<file path="config.mk">
export PLATFORM = sky130hd
export DESIGN_NAME = vga_timing_gen
export DESIGN_NICKNAME = d
export VERILOG_FILES = /design/src/rtl/vga_timing_gen.sv
export SDC_FILE = /design/constraint.sdc
export NUM_CORES = 1
export LEC_CHECK = 0
export CAP_MARGIN = 20
export CORE_MARGIN = 2
export CORE_UTILIZATION = 47
export DETAILED_ROUTE_END_ITERATION = 8
export PLACE_DENSITY_LB_ADDON = 0.15
export SLEW_MARGIN = 20
export SYNTH_ARGS = -nofsm -noshare
export SYNTH_HDL_FRONTEND = slang
export SYNTH_SLANG_ARGS = --single-unit
</file>
<file path="constraint.sdc">
create_clock -name clk -period 4.1 [get_ports clk]
set_input_delay 0.82 -clock clk [delete_from_list [all_inputs] [get_ports clk]]
set_output_delay 0.82 -clock clk [all_outputs]
set_load 0.03 [all_outputs]
</file>
<file path="src/rtl/vga_timing_gen.sv">
// VGA raster timing generator: pixel divider, column/row counters, registered sync/blank
// decode, a look-ahead fetch position and a start/stop control that acts on frame boundaries.
module vga_timing_gen #(
   parameter int H_ACTIVE = 640,
   parameter int H_FP     = 16,
   parameter int H_SYNC   = 96,
   parameter int H_BP     = 48,
   parameter int V_ACTIVE = 480,
   parameter int V_FP     = 10,
   parameter int V_SYNC   = 2,
   parameter int V_BP     = 33,
   parameter int H_POL    = 0,
   parameter int V_POL    = 0,
   parameter int PIX_DIV  = 2,
   parameter int LEAD     = 2,
   parameter int COL_W    = 10,
   parameter int ROW_W    = 9,
   parameter int FRAME_W  = 8
) (
   input  logic               clk,
   input  logic               rstN,
   input  logic               run,
   output logic               hSync,
   output logic               vSync,
   output logic               displayActive,
   output logic [COL_W-1:0]   column,
   output logic [ROW_W-1:0]   row,
   output logic [COL_W-1:0]   fetchColumn,
   output logic [ROW_W-1:0]   fetchRow,
   output logic               fetchActive,
   output logic               pixTick,
   output logic               lineStart,
   output logic               frameStart,
   output logic [FRAME_W-1:0] frameCount,
   output logic               busy,
   output logic [1:0]         dbgState
);

   localparam int H_TOTAL = H_ACTIVE + H_FP + H_SYNC + H_BP;
   localparam int V_TOTAL = V_ACTIVE + V_FP + V_SYNC + V_BP;
   localparam int DIV_W   = (PIX_DIV > 1) ? $clog2(PIX_DIV) : 1;
   localparam logic H_ON  = (H_POL != 0);
   localparam logic V_ON  = (V_POL != 0);

   typedef enum logic [1:0] {
      S_IDLE  = 2'd0,
      S_RUN   = 2'd1,
      S_DRAIN = 2'd2
   } state_t;

   function automatic logic f_visible(input int c, input int r);
      return (c < H_ACTIVE) && (r < V_ACTIVE);
   endfunction

   function automatic logic f_hsync(input int c);
      return ((c >= H_ACTIVE + H_FP) && (c < H_ACTIVE + H_FP + H_SYNC)) ? H_ON : ~H_ON;
   endfunction

   function automatic logic f_vsync(input int r);
      return ((r >= V_ACTIVE + V_FP) && (r < V_ACTIVE + V_FP + V_SYNC)) ? V_ON : ~V_ON;
   endfunction

   state_t             r_state;
   logic [DIV_W-1:0]   r_div;
   logic [COL_W-1:0]   r_col;
   logic [ROW_W-1:0]   r_row;
   logic               r_hsync, r_vsync, r_disp;
   logic [COL_W-1:0]   r_fcol;
   logic [ROW_W-1:0]   r_frow;
   logic               r_fact;
   logic               r_pix_tick, r_line_start, r_frame_start, r_busy;
   logic [FRAME_W-1:0] r_frame_count;

   state_t             w_nstate;
   logic [DIV_W-1:0]   w_ndiv;
   logic [COL_W-1:0]   w_ncol;
   logic [ROW_W-1:0]   w_nrow;
   logic               w_tick, w_col_last, w_row_last, w_wrap, w_going;
   int                 w_fcol_i, w_frow_i;

   assign w_tick     = (r_state != S_IDLE) && (r_div == DIV_W'(PIX_DIV - 1));
   assign w_col_last = (r_col == COL_W'(H_TOTAL - 1));
   assign w_row_last = (r_row == ROW_W'(V_TOTAL - 1));
   assign w_wrap     = w_tick && w_col_last && w_row_last;
   assign w_going    = (w_nstate != S_IDLE);

   // Next counter values; every registered output decodes these so it has no lag.
   always_comb begin
      w_nstate = r_state;
      w_ndiv   = r_div;
      w_ncol   = r_col;
      w_nrow   = r_row;
      case (r_state)
         S_IDLE: begin
            w_ndiv = '0;
            w_ncol = '0;
            w_nrow = '0;
            if (run) w_nstate = S_RUN;
         end
         default: begin
            if (w_tick) begin
               w_ndiv = '0;
               if (w_col_last) begin
                  w_ncol = '0;
                  w_nrow = w_row_last ? '0 : r_row + ROW_W'(1);
               end else begin
                  w_ncol = r_col + COL_W'(1);
               end
            end else begin
               w_ndiv = r_div + DIV_W'(1);
            end
            // A dropped run only takes effect once the current frame has fully wrapped.
            if (w_wrap && !run) w_nstate = S_IDLE;
            else                w_nstate = run ? S_RUN : S_DRAIN;
         end
      endcase
   end

   always_comb begin
      w_fcol_i = int'(w_ncol) + LEAD;
      w_frow_i = int'(w_nrow);
      if (w_fcol_i >= H_TOTAL) begin
         w_fcol_i = w_fcol_i - H_TOTAL;
         w_frow_i = (w_frow_i == V_TOTAL - 1) ? 0 : w_frow_i + 1;
      end
   end

   always_ff @(posedge clk) begin
      if (!rstN) begin
         r_state       <= S_IDLE;
         r_div         <= '0;
         r_col         <= '0;
         r_row         <= '0;
         r_hsync       <= ~H_ON;
         r_vsync       <= ~V_ON;
         r_disp        <= 1'b0;
         r_fcol        <= COL_W'(LEAD);
         r_frow        <= '0;
         r_fact        <= f_visible(LEAD, 0);
         r_pix_tick    <= 1'b0;
         r_line_start  <= 1'b0;
         r_frame_start <= 1'b0;
         r_busy        <= 1'b0;
         r_frame_count <= '0;
      end else begin
         r_state       <= w_nstate;
         r_div         <= w_ndiv;
         r_col         <= w_ncol;
         r_row         <= w_nrow;
         r_hsync       <= w_going ? f_hsync(int'(w_ncol)) : ~H_ON;
         r_vsync       <= w_going ? f_vsync(int'(w_nrow)) : ~V_ON;
         r_disp        <= w_going && f_visible(int'(w_ncol), int'(w_nrow));
         r_fcol        <= COL_W'(w_fcol_i);
         r_frow        <= ROW_W'(w_frow_i);
         r_fact        <= f_visible(w_fcol_i, w_frow_i);
         r_pix_tick    <= w_tick;
         r_line_start  <= w_tick && w_col_last;
         r_frame_start <= ((r_state == S_IDLE) && run) || (w_wrap && run);
         r_busy        <= w_going;
         r_frame_count <= r_frame_count + FRAME_W'(w_wrap);
      end
   end

   assign hSync         = r_hsync;
   assign vSync         = r_vsync;
   assign displayActive = r_disp;
   assign column        = r_col;
   assign row           = r_row;
   assign fetchColumn   = r_fcol;
   assign fetchRow      = r_frow;
   assign fetchActive   = r_fact;
   assign pixTick       = r_pix_tick;
   assign lineStart     = r_line_start;
   assign frameStart    = r_frame_start;
   assign frameCount    = r_frame_count;
   assign busy          = r_busy;
   assign dbgState      = r_state;

endmodule

</file>
==> load_flow_metrics.sql, run 1 <==
INSERT INTO impl_metrics (metric_group, metric, value, unit) VALUES
('timing', 'final_hold_viol_count', '0', ''),
('grt', 'globalRouteTotalUtil', '22.7', '%'),
('layout', 'final_cell_count_no_fill', '511', ''),
('synth', 'synth.top_cells.by_area', 'sky130_fd_sc_hd__dfxtp_1 (37%), sky130_fd_sc_hd__nor2_1 (6.9%), sky130_fd_sc_hd__xnor2_1 (5.5%), sky130_fd_sc_hd__ha_1 (4.6%), sky130_fd_sc_hd__nand2_1 (4.1%)', ''),
('placed_design', 'routabilityCongestion', '0.946', ''),
('timing', 'slew_worst_pin', '0.743', 'ns'),
('timing', 'max_freq', '0.263', 'GHz'),
('setup_path', 'critical_path_peak_fanout', '8', ''),
('synth', 'postSynth.topFlopCell', 'sky130_fd_sc_hd__dfxtp_1', ''),
('synth', 'main_combinational_cell_family_by_area_after_synthesis', 'simple AND/OR/NAND/NOR gates', ''),
('clock_network', 'numCtsBuffers', '5', ''),
('floorplan', 'core', '6280', 'sq um'),
('synth', 'synthMostInstantiatedCell', 'sky130_fd_sc_hd__dfxtp_1', ''),
('drt', 'violation_count_after_the_first_detailed_routing_iteration', '161', ''),
('synth', 'synth.avg_cell_area', '8.25', 'sq um'),
('drt', 'viasPerCell', '5.72', ''),
('synth', 'number_of_synthesis_warnings', '0', ''),
('placed_design', 'detailedPlacementHpwl', '5.87', 'mm'),
('timing', 'final_max_slew_viol_count', '0', ''),
('synth', 'synth_seq_area_share', '37.3', '%'),
('pwr', 'power.total', '982', 'uW'),
('placed_design', 'dp.cells', '503', ''),
('synth', 'yosys.area_share.xor_xnor', '9.63', '%'),
('synth', 'synth.mux.area_fraction', '0.667', '%'),
('setup_path', 'worst_ep_arrival_time', '4.05', 'ns'),
('clock_network', 'clock-root-buffer', 'sky130_fd_sc_hd__clkbuf_8', ''),
('flow_run', 'maxCapViolCount', '0', ''),
('clock_network', 'max-clock-path-buffers', '2', ''),
('drt', 'post_route_drc', '0', ''),
('timing', 'min_period_over_period', '92.7', '%'),
('grt', 'global_route.overflow_total', '0', ''),
('placed_design', 'buffer_ports.inserted', '58', ''),
('floorplan', 'floorplan.die_area', '7040', 'sq um'),
('clock_network', 'hold_buffers', '0', ''),
('timing', 'slew-limit-headroom', '49.9', '%'),
('synth', 'ys_seq_elements', '56', ''),
('setup_path', 'critical_path_class', 'flip-flop to flip-flop', ''),
('synth', 'synth_top_cell_by_area', 'sky130_fd_sc_hd__dfxtp_1', ''),
('timing', 'finalSetupViolations', '0', ''),
('placed_design', 'postPlaceCellArea', '3750', 'sq um'),
('drt', 'wl', '7.92', 'mm'),
('clock_network', 'clock_tree.htree_level_count', '2', ''),
('clock_network', 'clock_pin_transition_on_the_worst_setup_and_hold_timing_paths', '0.11', 'ns'),
('synth', 'postSynth.asyncResetShare', '0', '%'),
('synth', 'synth_compound_gate_area_share', '12.9', '%'),
('drt', 'num_vias', '2924', ''),
('synth', 'netlist_area', '3000', 'sq um'),
('drt', 'wl_per_cell', '15.5', 'um'),
('synth', 'yosysTopAreaCellShare', '37.3', '%'),
('run_status', 'run_status', 'completed', ''),
('pwr', 'vdd_drop_max', '0.195', 'mV'),
('layout', 'antennaDiodeCount', '0', ''),
('synth', 'post_synth_and_or_nand_nor_area_fraction', '31.1', '%'),
('layout', 'post_route_cells_drive_above_1_share', '9.45', '%'),
('layout', 'fillCellCount', '565', ''),
('floorplan', 'core.rowCount', '29', ''),
('drt', 'dr.pass1.iters', '4', ''),
('floorplan', 'die_height', '83.9', 'um'),
('grt', 'first_global_vias', '2705', ''),
('timing', 'clock_skew', '0.00679', 'ns'),
('synth', 'post_synth_num_cell_types', '58', ''),
('floorplan', 'floorplan.io_pins', '59', ''),
('grt', 'grt_first_pass_wirelength', '13.0', 'mm'),
('timing', 'fin_tns_setup', '0', 'ns'),
('pwr', 'power-per-cell-area', '253', 'nW/um^2'),
('clock_network', 'clk_latency', '0.32', 'ns'),
('synth', 'synth-edff-count', '0', ''),
('layout', 'stdcell_area', '3890', 'sq um'),
('hold_path', 'worst_hold_path_type', 'flip-flop to flip-flop', ''),
('clock_network', 'tritoncts_num_sinks', '56', ''),
('synth', 'post_synth_inst_count', '364', '');
-- state kept, by name (all words and copies together), names as in the netlist --
signal	count
busy	1
column	10
dbgState	2
displayActive	1
fetchActive	1
fetchColumn	9
fetchRow	9
frameCount	8
frameStart	1
hSync	1
lineStart	1
pixTick	1
r_div	1
row	9
vSync	1
-- where the power goes --
part,internal [mW],leakage (nW),switching (mW)
Sequential,0.547,0.452,0.00407
Clock,0.185,0.0558,0.192
Combinational,0.0175,0.909,0.0356
-- repair_timing --
| item | CTS | global route |
|---|---|---|
| endpoints found under the setup margin | 0 | 8 |
| hold endpoints to repair | 0 | 0 |
| buffers inserted | 0 | 0 |
| resized for setup | 0 | 5 |
-- critical path, stage by stage (launching register included) --
cell	delay, ns
sky130_fd_sc_hd__dfxtp_1	0.33
sky130_fd_sc_hd__ha_1	0.27
sky130_fd_sc_hd__nand3_1	0.13
sky130_fd_sc_hd__nor3_1	0.06
sky130_fd_sc_hd__nand3b_1	0.18
sky130_fd_sc_hd__a21oi_2	0.26
sky130_fd_sc_hd__ha_1	0.28
sky130_fd_sc_hd__nand2_1	0.07
sky130_fd_sc_hd__mux2i_1	0.16
sky130_fd_sc_hd__nor3b_1	0.25
sky130_fd_sc_hd__xnor2_1	0.15
sky130_fd_sc_hd__inv_1	0.11
sky130_fd_sc_hd__ha_1	0.15
sky130_fd_sc_hd__nand2_1	0.06
sky130_fd_sc_hd__nor3_2	0.32
sky130_fd_sc_hd__o32ai_4	0.15
sky130_fd_sc_hd__nand2_2	0.17
sky130_fd_sc_hd__nand4_1	0.16
sky130_fd_sc_hd__or2_2	0.31
sky130_fd_sc_hd__a21oi_1	0.16
-- area by class of cell --
type / count / area [sq um] / share of cell area (%)
Clock buffer: 6 / 72.6 / 1.87
Clock inverter: 2 / 38.8 / 0.998
Inverter: 14 / 52.6 / 1.35
Multi-Input combinational cell: 281 / 1800 / 46.2
Sequential cell: 56 / 1120 / 28.8
Tap cell: 77 / 96.3 / 2.48
Timing Repair Buffer: 75 / 708 / 18.2
-- metrics by stage --
step / setup WS (ns) / util (%)
global route: -0.0490 / 61.9
CTS: 0.145 / 61.5
floorplan: 0.0412 / -
global placement: 0.287 / 59.7
detailed placement: 0.178 / 59.7
finish: 0.298 / 61.9
-- final timing paths --
kind | slack, ns | endpoint | start | cells past startpoint
max reg2reg | 0.30 | fetchRow[4] | column[0] | 19
max | 0.30 | fetchRow[4] | column[0] | 19
min | 0.53 | frameCount[7] | frameCount[7] | 2
min reg2reg | 0.53 | frameCount[7] | frameCount[7] | 2
-- layout by cell type, fill, tap and decap left out, types with 5 or more instances in the layout --
cell type / count
sky130_fd_sc_hd__a211oi_1: 5
sky130_fd_sc_hd__a21oi_1: 12
sky130_fd_sc_hd__and2_1: 10
sky130_fd_sc_hd__and3_1: 5
sky130_fd_sc_hd__buf_4: 17
sky130_fd_sc_hd__clkbuf_8: 5
sky130_fd_sc_hd__clkdlybuf4s50_1: 58
sky130_fd_sc_hd__dfxtp_1: 56
sky130_fd_sc_hd__ha_1: 11
sky130_fd_sc_hd__inv_1: 13
sky130_fd_sc_hd__nand2_1: 32
sky130_fd_sc_hd__nand3_1: 16
sky130_fd_sc_hd__nand4_1: 10
sky130_fd_sc_hd__nor2_1: 55
sky130_fd_sc_hd__nor3_1: 10
sky130_fd_sc_hd__o21ai_0: 6
sky130_fd_sc_hd__or3_1: 5
sky130_fd_sc_hd__or4_1: 6
sky130_fd_sc_hd__xnor2_1: 19
sky130_fd_sc_hd__xor2_1: 14
-- layer usage --
| metal | GRT usage, % | wire length, um | share of wire, % |
|---|---|---|---|
| met1 | 31.0 | 3650 | 46 |
| met2 | 35.7 | 3570 | 45 |
| met3 | 4.75 | 540 | 6.8 |
| met4 | 8.06 | 151 | 1.9 |
| met5 | 0 | 0 | 0 |
-- kinds of logic after synthesis --
logic type	after synthesis
xor gates and xnor gates	33
AOI/OAI and AO/OA	55
muxes	2
adders and majority gates	11
buffers and inverters	27
and+or+nand+nor	180
DFF	56
No activity file was read; power rests on OpenSTA's default activity.
==> run 2, diff against run 1 <==
--- a/config.mk
+++ b/config.mk
@@ -9,6 +9,7 @@
 export CORE_MARGIN = 2
 export CORE_UTILIZATION = 47
 export DETAILED_ROUTE_END_ITERATION = 8
+export GPL_TIMING_DRIVEN = 0
 export PLACE_DENSITY_LB_ADDON = 0.15
 export SLEW_MARGIN = 20
 export SYNTH_ARGS = -nofsm -noshare
==> load_flow_metrics.sql, run 2 (synthesized netlist as in run 1, its figures left out) <==
INSERT INTO impl_metrics (metric_group, metric, value, unit) VALUES
('run_status', 'run_status', 'completed', ''),
('clock_network', 'tritoncts', 'done', ''),
('clock_network', 'clock_pin_transition_on_the_worst_setup_and_hold_timing_paths', '0.11', 'ns'),
('hold_path', 'worstHoldStart', 'frameCount[7]', ''),
('floorplan', 'die_x', '83.9', 'um'),
('placed_design', 'buffer_ports.inserted', '57', ''),
('timing', 'fin_tns_setup', '0', 'ns'),
('setup_path', 'critical_path_class', 'flip-flop to flip-flop', ''),
('floorplan', 'initial_core_util', '47.8', '%'),
('flow_run', 'maxCapViolCount', '0', ''),
('setup_path', 'worst_ep_arrival_time', '4.09', 'ns'),
('clock_network', 'clock_tree.htree_level_count', '2', ''),
('layout', 'final_cell_mix', 'sky130_fd_sc_hd__clkdlybuf4s50_1 (57), sky130_fd_sc_hd__nor2_1 (55), sky130_fd_sc_hd__dfxtp_1 (54)', ''),
('setup_path', 'worst_r2r_endpoint', 'fetchRow[4]', ''),
('layout', 'fillCellCount', '544', ''),
('floorplan', 'die_height', '83.9', 'um'),
('layout', 'post_route_cells_drive_above_1_share', '10.4', '%'),
('timing', 'max_freq', '0.260', 'GHz'),
('drt', 'violation_count_after_the_first_detailed_routing_iteration', '197', ''),
('placed_design', 'dp.cells', '498', ''),
('pwr', 'vdd_drop_max', '0.194', 'mV'),
('timing', 'worst_hold_slack', '0.535', 'ns'),
('drt', 'num_vias', '2875', ''),
('drt', 'post_route_drc', '0', ''),
('timing', 'unrepaired_setup_endpoints_after_global_routing', 'false', ''),
('layout', 'postLayoutCoreUtil', '62.1', '%'),
('grt', 'global_route.overflow_total', '0', ''),
('grt', 'grt_antenna_before_repair', '0', ''),
('layout', 'final_cell_count_no_fill', '510', ''),
('clock_network', 'max-clock-path-buffers', '2', ''),
('clock_network', 'clock-root-buffer', 'sky130_fd_sc_hd__clkbuf_8', ''),
('drt', 'dr.pass1.iters', '5', ''),
('placed_design', 'postPlaceCellArea', '3670', 'sq um'),
('layout', 'largest_register_ffs', '10', ''),
('setup_path', 'critical_path_peak_fanout', '10', ''),
('setup_path', 'reg2reg_setup_slack', '0.25', 'ns'),
('clock_network', 'clk_latency', '0.31', 'ns'),
('setup_path', 'timing.rr.start', 'column[1]', ''),
('setup_path', 'critPathRequiredTime', '4.34', 'ns'),
('placed_design', 'routabilityCongestion', '0.990', ''),
('timing', 'finalSetupViolations', '0', ''),
('timing', 'final_max_slew_viol_count', '0', ''),
('drt', 'drtAntennaViolNets', '0', ''),
('setup_path', 'worst_setup_path_startpoint', 'column[1]', ''),
('floorplan', 'core', '6280', 'sq um'),
('drt', 'viasPerCell', '5.64', ''),
('floorplan', 'floorplan.die_area', '7040', 'sq um'),
('timing', 'min_period_over_period', '94.0', '%'),
('setup_path', 'end_kind', 'flip-flop', ''),
('hold_path', 'worstHoldPathCells', '2', ''),
('layout', 'num-nets-final', '446', ''),
('grt', 'pin_count_of_the_biggest_net_entering_global_routing', '19', ''),
('layout', 'area_delta_synth_final', '29.8', '%'),
('timing', 'clock_skew', '0.00560', 'ns'),
('drt', 'wl_per_cell', '15.5', 'um'),
('clock_network', 'numCtsBuffers', '5', ''),
('placed_design', 'detailedPlacementHpwl', '5.74', 'mm'),
('floorplan', 'floorplan.io_pins', '59', ''),
('timing', 'layout_min_cycle_time', '3.85', 'ns'),
('layout', 'mostFrequentLayoutCell', 'sky130_fd_sc_hd__clkdlybuf4s50_1', ''),
('timing', 'slew-limit-headroom', '43.8', '%'),
('pwr', 'power-per-cell-area', '235', 'nW/um^2'),
('grt', 'globalRouteTotalUtil', '22.1', '%'),
('layout', 'antennaDiodeCount', '0', ''),
('grt', 'grt_first_pass_wirelength', '12.7', 'mm'),
('setup_path', 'setup.worst_path.start_class', 'flip-flop', ''),
('pwr', 'static-leakage-power', '1.40', 'nW'),
('floorplan', 'core.rowCount', '29', ''),
('grt', 'first_global_vias', '2584', ''),
('setup_path', 'worstRegToRegCells', '20', ''),
('clock_network', 'tritoncts_num_sinks', '56', ''),
('timing', 'final_hold_viol_count', '0', ''),
('timing', 'slew_worst_pin', '0.840', 'ns'),
('hold_path', 'min_to', 'frameCount[7]', ''),
('hold_path', 'worst_hold_path_type', 'flip-flop to flip-flop', ''),
('layout', 'stdcell_area', '3900', 'sq um'),
('drt', 'wl', '7.90', 'mm');
[run 2: changes by cell type in the layout (fill, tap and decap cells not counted), sizes merged]
cell	change
clkinv	+1
bufinv	-1
clkdlybuf4s50	-1
clkbuf	+8
clkinvlp	+1
buf	-9
[run 2: timing repair]
item | CTS | global route
gates resized for setup | 13 | 10
setup endpoints to repair | 13 | 9
setup buffers | 0 | 4
pin swaps | 0 | 3
hold buffers | 0 | 0
[run 2: worst max-delay path by stage]
stage / to / slack [ns] / depth (start not counted)
after CTS: fetchRow[4] / 0.02 / 20
after global placement: fetchRow[4] / -0.62 / 20
after detailed placement: fetchRow[4] / -0.68 / 20
final: fetchRow[4] / 0.25 / 20
after global routing: fetchRow[4] / 0.06 / 20
after floorplan: fetchRow[4] / 0.04 / 20
[run 2: where the power goes]
group / leakage, nW / switching (mW) / internal (mW) / total, mW
logic: 0.900 / 0.0388 / 0.0146 / 0.0534
registers: 0.454 / 0.00237 / 0.547 / 0.549
clock network: 0.0445 / 0.190 / 0.122 / 0.312
total: 1.40 / 0.231 / 0.683 / 0.914
[run 2: layout make-up]
| class | instances | area, sq um | share of cell area [%] |
|---|---|---|---|
| Multi-Input combinational cell | 281 | 1870 | 47.9 |
| Sequential cell | 56 | 1130 | 28.9 |
| Timing Repair Buffer | 61 | 601 | 15.4 |
| Tap cell | 77 | 96.3 | 2.47 |
| Clock buffer | 5 | 68.8 | 1.77 |
| Buffer | 13 | 65.1 | 1.67 |
| Inverter | 14 | 52.6 | 1.35 |
| Clock inverter | 3 | 21.3 | 0.546 |
[run 2: routing by layer]
metal	vias to the layer above	share of wire [%]	track usage, %
met5	-	0	0
met4	0	1.3	5.57
met3	18	6.6	5.04
met2	123	47	34.9
met1	1317	45	30.7
li1	1417	-	-
[run 2: stage by stage]
stage          setup WS, ns  power (mW)
6_report              0.247       0.914
5_1_grt              0.0581       0.954
4_1_cts              0.0190       0.926
3_5_place_dp         -0.681       0.614
3_3_place_gp         -0.622       0.614
2_1_floorplan        0.0412       0.593
[run 2: worst max-delay path, cell delays in order, from the launching register on]
cell	delay, ns
sky130_fd_sc_hd__dfxtp_2	0.44
sky130_fd_sc_hd__ha_4	0.20
sky130_fd_sc_hd__nand3_2	0.18
sky130_fd_sc_hd__nor3_4	0.28
sky130_fd_sc_hd__nand3b_1	0.16
sky130_fd_sc_hd__a21oi_2	0.08
sky130_fd_sc_hd__ha_2	0.25
sky130_fd_sc_hd__nand2b_1	0.12
sky130_fd_sc_hd__mux2i_4	0.09
sky130_fd_sc_hd__nor3b_4	0.17
sky130_fd_sc_hd__xnor2_2	0.19
sky130_fd_sc_hd__inv_1	0.11
sky130_fd_sc_hd__ha_1	0.15
sky130_fd_sc_hd__nand2_1	0.08
sky130_fd_sc_hd__nor3_4	0.25
sky130_fd_sc_hd__o32ai_4	0.13
sky130_fd_sc_hd__nand2_2	0.11
sky130_fd_sc_hd__clkbuf_4	0.22
sky130_fd_sc_hd__nand4_1	0.12
sky130_fd_sc_hd__or2_2	0.30
sky130_fd_sc_hd__a21oi_1	0.14
==> run 3, diff against run 2 <==
--- a/config.mk
+++ b/config.mk
@@ -11,6 +11,7 @@
 export DETAILED_ROUTE_END_ITERATION = 8
 export GPL_TIMING_DRIVEN = 0
 export PLACE_DENSITY_LB_ADDON = 0.15
+export RECOVER_POWER = 25
 export SLEW_MARGIN = 20
 export SYNTH_ARGS = -nofsm -noshare
 export SYNTH_HDL_FRONTEND = slang
==> load_flow_metrics.sql, run 3 (synthesized netlist as in run 1, its figures left out) <==
INSERT INTO impl_metrics (metric_group, metric, value, unit) VALUES
('run_status', 'run_status', 'completed', ''),
('drt', 'post_route_drc', '0', ''),
('timing', 'clock_skew', '0.00508', 'ns'),
('clock_network', 'tritoncts_num_sinks', '56', ''),
('placed_design', 'dp.cells', '498', ''),
('clock_network', 'numCtsBuffers', '5', ''),
('hold_path', 'worst_hold_path_type', 'flip-flop to flip-flop', ''),
('pwr', 'static-leakage-power', '1.42', 'nW'),
('layout', 'final_cell_count_no_fill', '510', ''),
('grt', 'grt_first_pass_wirelength', '12.7', 'mm'),
('layout', 'area_delta_synth_final', '29.8', '%'),
('setup_path', 'cp_slowest_cell', 'sky130_fd_sc_hd__dfxtp_2', ''),
('layout', 'antennaDiodeCount', '0', ''),
('setup_path', 'setup.worst_path.start_class', 'flip-flop', ''),
('setup_path', 'critPathRequiredTime', '4.34', 'ns'),
('setup_path', 'worst_path_largest_cell_delay', '0.44', 'ns'),
('setup_path', 'critical_path_class', 'flip-flop to flip-flop', ''),
('timing', 'min_period_over_period', '94.0', '%'),
('floorplan', 'floorplan.io_pins', '59', ''),
('layout', 'post_route_cells_drive_above_1_share', '10.4', '%'),
('pwr', 'vdd_drop_max', '0.194', 'mV'),
('floorplan', 'die_x', '83.9', 'um'),
('drt', 'drtAntennaViolNets', '0', ''),
('setup_path', 'worst_r2r_endpoint', 'fetchRow[4]', ''),
('clock_network', 'tritoncts', 'done', ''),
('timing', 'worst_hold_slack', '0.535', 'ns'),
('timing', 'layout_setup_ws', '0.247', 'ns'),
('placed_design', 'detailedPlacementHpwl', '5.74', 'mm'),
('layout', 'stdcell_area', '3900', 'sq um'),
('clock_network', 'clk_latency', '0.31', 'ns'),
('grt', 'globalRouteTotalUtil', '22.1', '%'),
('placed_design', 'routabilityCongestion', '0.990', ''),
('layout', 'final-seq-area', '1130', 'sq um'),
('clock_network', 'max-clock-path-buffers', '2', ''),
('floorplan', 'core.rowCount', '29', ''),
('setup_path', 'critical_path_peak_fanout', '10', ''),
('layout', 'mostFrequentLayoutCell', 'sky130_fd_sc_hd__nor2_1', ''),
('timing', 'slew-limit-headroom', '44.0', '%'),
('clock_network', 'clock_tree.htree_level_count', '2', ''),
('setup_path', 'end_kind', 'flip-flop', ''),
('layout', 'multi_input_comb_area', '1870', 'sq um'),
('floorplan', 'die_height', '83.9', 'um'),
('pwr', 'power.total', '914', 'uW'),
('placed_design', 'buffer_ports.inserted', '57', ''),
('clock_network', 'clock_pin_transition_on_the_worst_setup_and_hold_timing_paths', '0.10', 'ns'),
('hold_path', 'worstHoldStart', 'frameCount[7]', ''),
('drt', 'wl_per_cell', '15.5', 'um'),
('setup_path', 'worst_setup_path_startpoint', 'column[1]', ''),
('timing', 'final_hold_viol_count', '0', ''),
('layout', 'final_cell_mix', 'sky130_fd_sc_hd__nor2_1 (55), sky130_fd_sc_hd__dfxtp_1 (54), sky130_fd_sc_hd__clkdlybuf4s50_1 (45)', ''),
('drt', 'num_vias', '2857', ''),
('grt', 'first_global_vias', '2584', ''),
('flow_run', 'maxCapViolCount', '0', ''),
('setup_path', 'reg2reg_setup_slack', '0.25', 'ns'),
('setup_path', 'setup.worst_path.end', 'fetchRow[4]', ''),
('pwr', 'power-per-cell-area', '235', 'nW/um^2'),
('layout', 'largest_register_ffs', '10', ''),
('timing', 'finalSetupViolations', '0', ''),
('drt', 'violation_count_after_the_first_detailed_routing_iteration', '197', ''),
('timing', 'layout_min_cycle_time', '3.85', 'ns'),
('layout', 'num-nets-final', '446', ''),
('floorplan', 'core', '6280', 'sq um'),
('placed_design', 'dpl_worst_slack', '-0.681', 'ns'),
('layout', 'fillCellCount', '544', ''),
('timing', 'final_max_slew_viol_count', '0', ''),
('drt', 'wl', '7.88', 'mm'),
('setup_path', 'timing.rr.start', 'column[1]', ''),
('clock_network', 'clock-root-buffer', 'sky130_fd_sc_hd__clkbuf_8', ''),
('drt', 'viasPerCell', '5.60', ''),
('hold_path', 'worstHoldPathCells', '2', ''),
('setup_path', 'worst_ep_arrival_time', '4.09', 'ns'),
('placed_design', 'postPlaceCellArea', '3670', 'sq um'),
('drt', 'dr.pass1.iters', '5', ''),
('setup_path', 'worstRegToRegCells', '20', ''),
('setup_path', 'timing.critical_path.cells', 'ha_4 -> nand3_2 -> nor3_4 -> nand3b_1 -> a21oi_2 -> ha_2 -> nand2b_1 -> mux2i_4 -> nor3b_4 -> xnor2_2 -> inv_1 -> ha_1 -> nand2_1 -> nor3_4 -> o32ai_4 -> nand2_2 -> clkbuf_4 -> nand4_1 -> or2_2 -> a21oi_1', ''),
('floorplan', 'floorplan.die_area', '7040', 'sq um'),
('grt', 'global_route.overflow_total', '0', ''),
('timing', 'max_freq', '0.260', 'GHz'),
('timing', 'unrepaired_setup_endpoints_after_global_routing', 'false', ''),
('floorplan', 'initial_core_util', '47.8', '%'),
('setup_path', 'most_numerous_cell_on_the_critical_path', 'sky130_fd_sc_hd__nor3_4', ''),
('timing', 'slew_worst_pin', '0.837', 'ns'),
('grt', 'grt_antenna_before_repair', '0', ''),
('grt', 'pin_count_of_the_biggest_net_entering_global_routing', '19', '');
-- run 3: how the worst min path moves through the flow --
stage                          to  slack (ns)
finish              frameCount[7]        0.53
CTS                 frameCount[7]        0.54
global placement    frameCount[7]        0.50
floorplan           frameCount[7]        0.67
detailed placement  frameCount[7]        0.51
global route        frameCount[7]        0.56
-- run 3: worst max-delay path, delay by kind of cell (launching register included) --
family                   cells  cell delay [ns]
AO/OA/AOI/OAI                3             0.35
XOR/XNOR                     1             0.19
buffers and inverters        2             0.33
AND/OR/NAND/NOR             10             1.77
flip-flops                   1             0.44
multiplexers                 1             0.09
adder cells (fa/ha/maj)      3             0.60
-- run 3: final cells by class --
class | count | share of cell area [%]
clock inverters | 3 | 0.546
multi-input cells | 281 | 47.9
plain buffers | 13 | 1.67
well taps | 77 | 2.47
flip-flops and latches | 56 | 28.9
repair buffers | 61 | 15.4
clock buffers | 5 | 1.77
inverters | 14 | 1.35
-- run 3: stage by stage --
step | utilization (%) | TNS (ns)
final | 62.1 | 0
after global routing | 62.1 | 0
after CTS | 60.9 | 0
after detailed placement | 58.5 | -5.73
after global placement | 58.5 | -5.11
after floorplan | - | 0
-- run 3: per-layer routing --
metal	global-route usage, %	share of wire (%)	up-vias
met5	0	0	-
met4	5.57	1.1	0
met3	5.04	6.2	12
met2	34.9	47	120
met1	30.7	46	1308
li1	-	-	1417
-- run 3: repair_timing --
item / 4_1_cts / 5_1_grt
pin swaps: 0 / 3
hold buffers: 0 / 0
gates resized for setup: 13 / 10
endpoints found under the hold margin: 0 / 0
endpoints found under the setup margin: 13 / 9
buffers inserted: 0 / 4
-- run 3: power by group --
| group | internal (mW) | switching (mW) |
|---|---|---|
| clock network | 0.122 | 0.190 |
| registers | 0.547 | 0.00233 |
| logic | 0.0144 | 0.0388 |
| total | 0.683 | 0.231 |
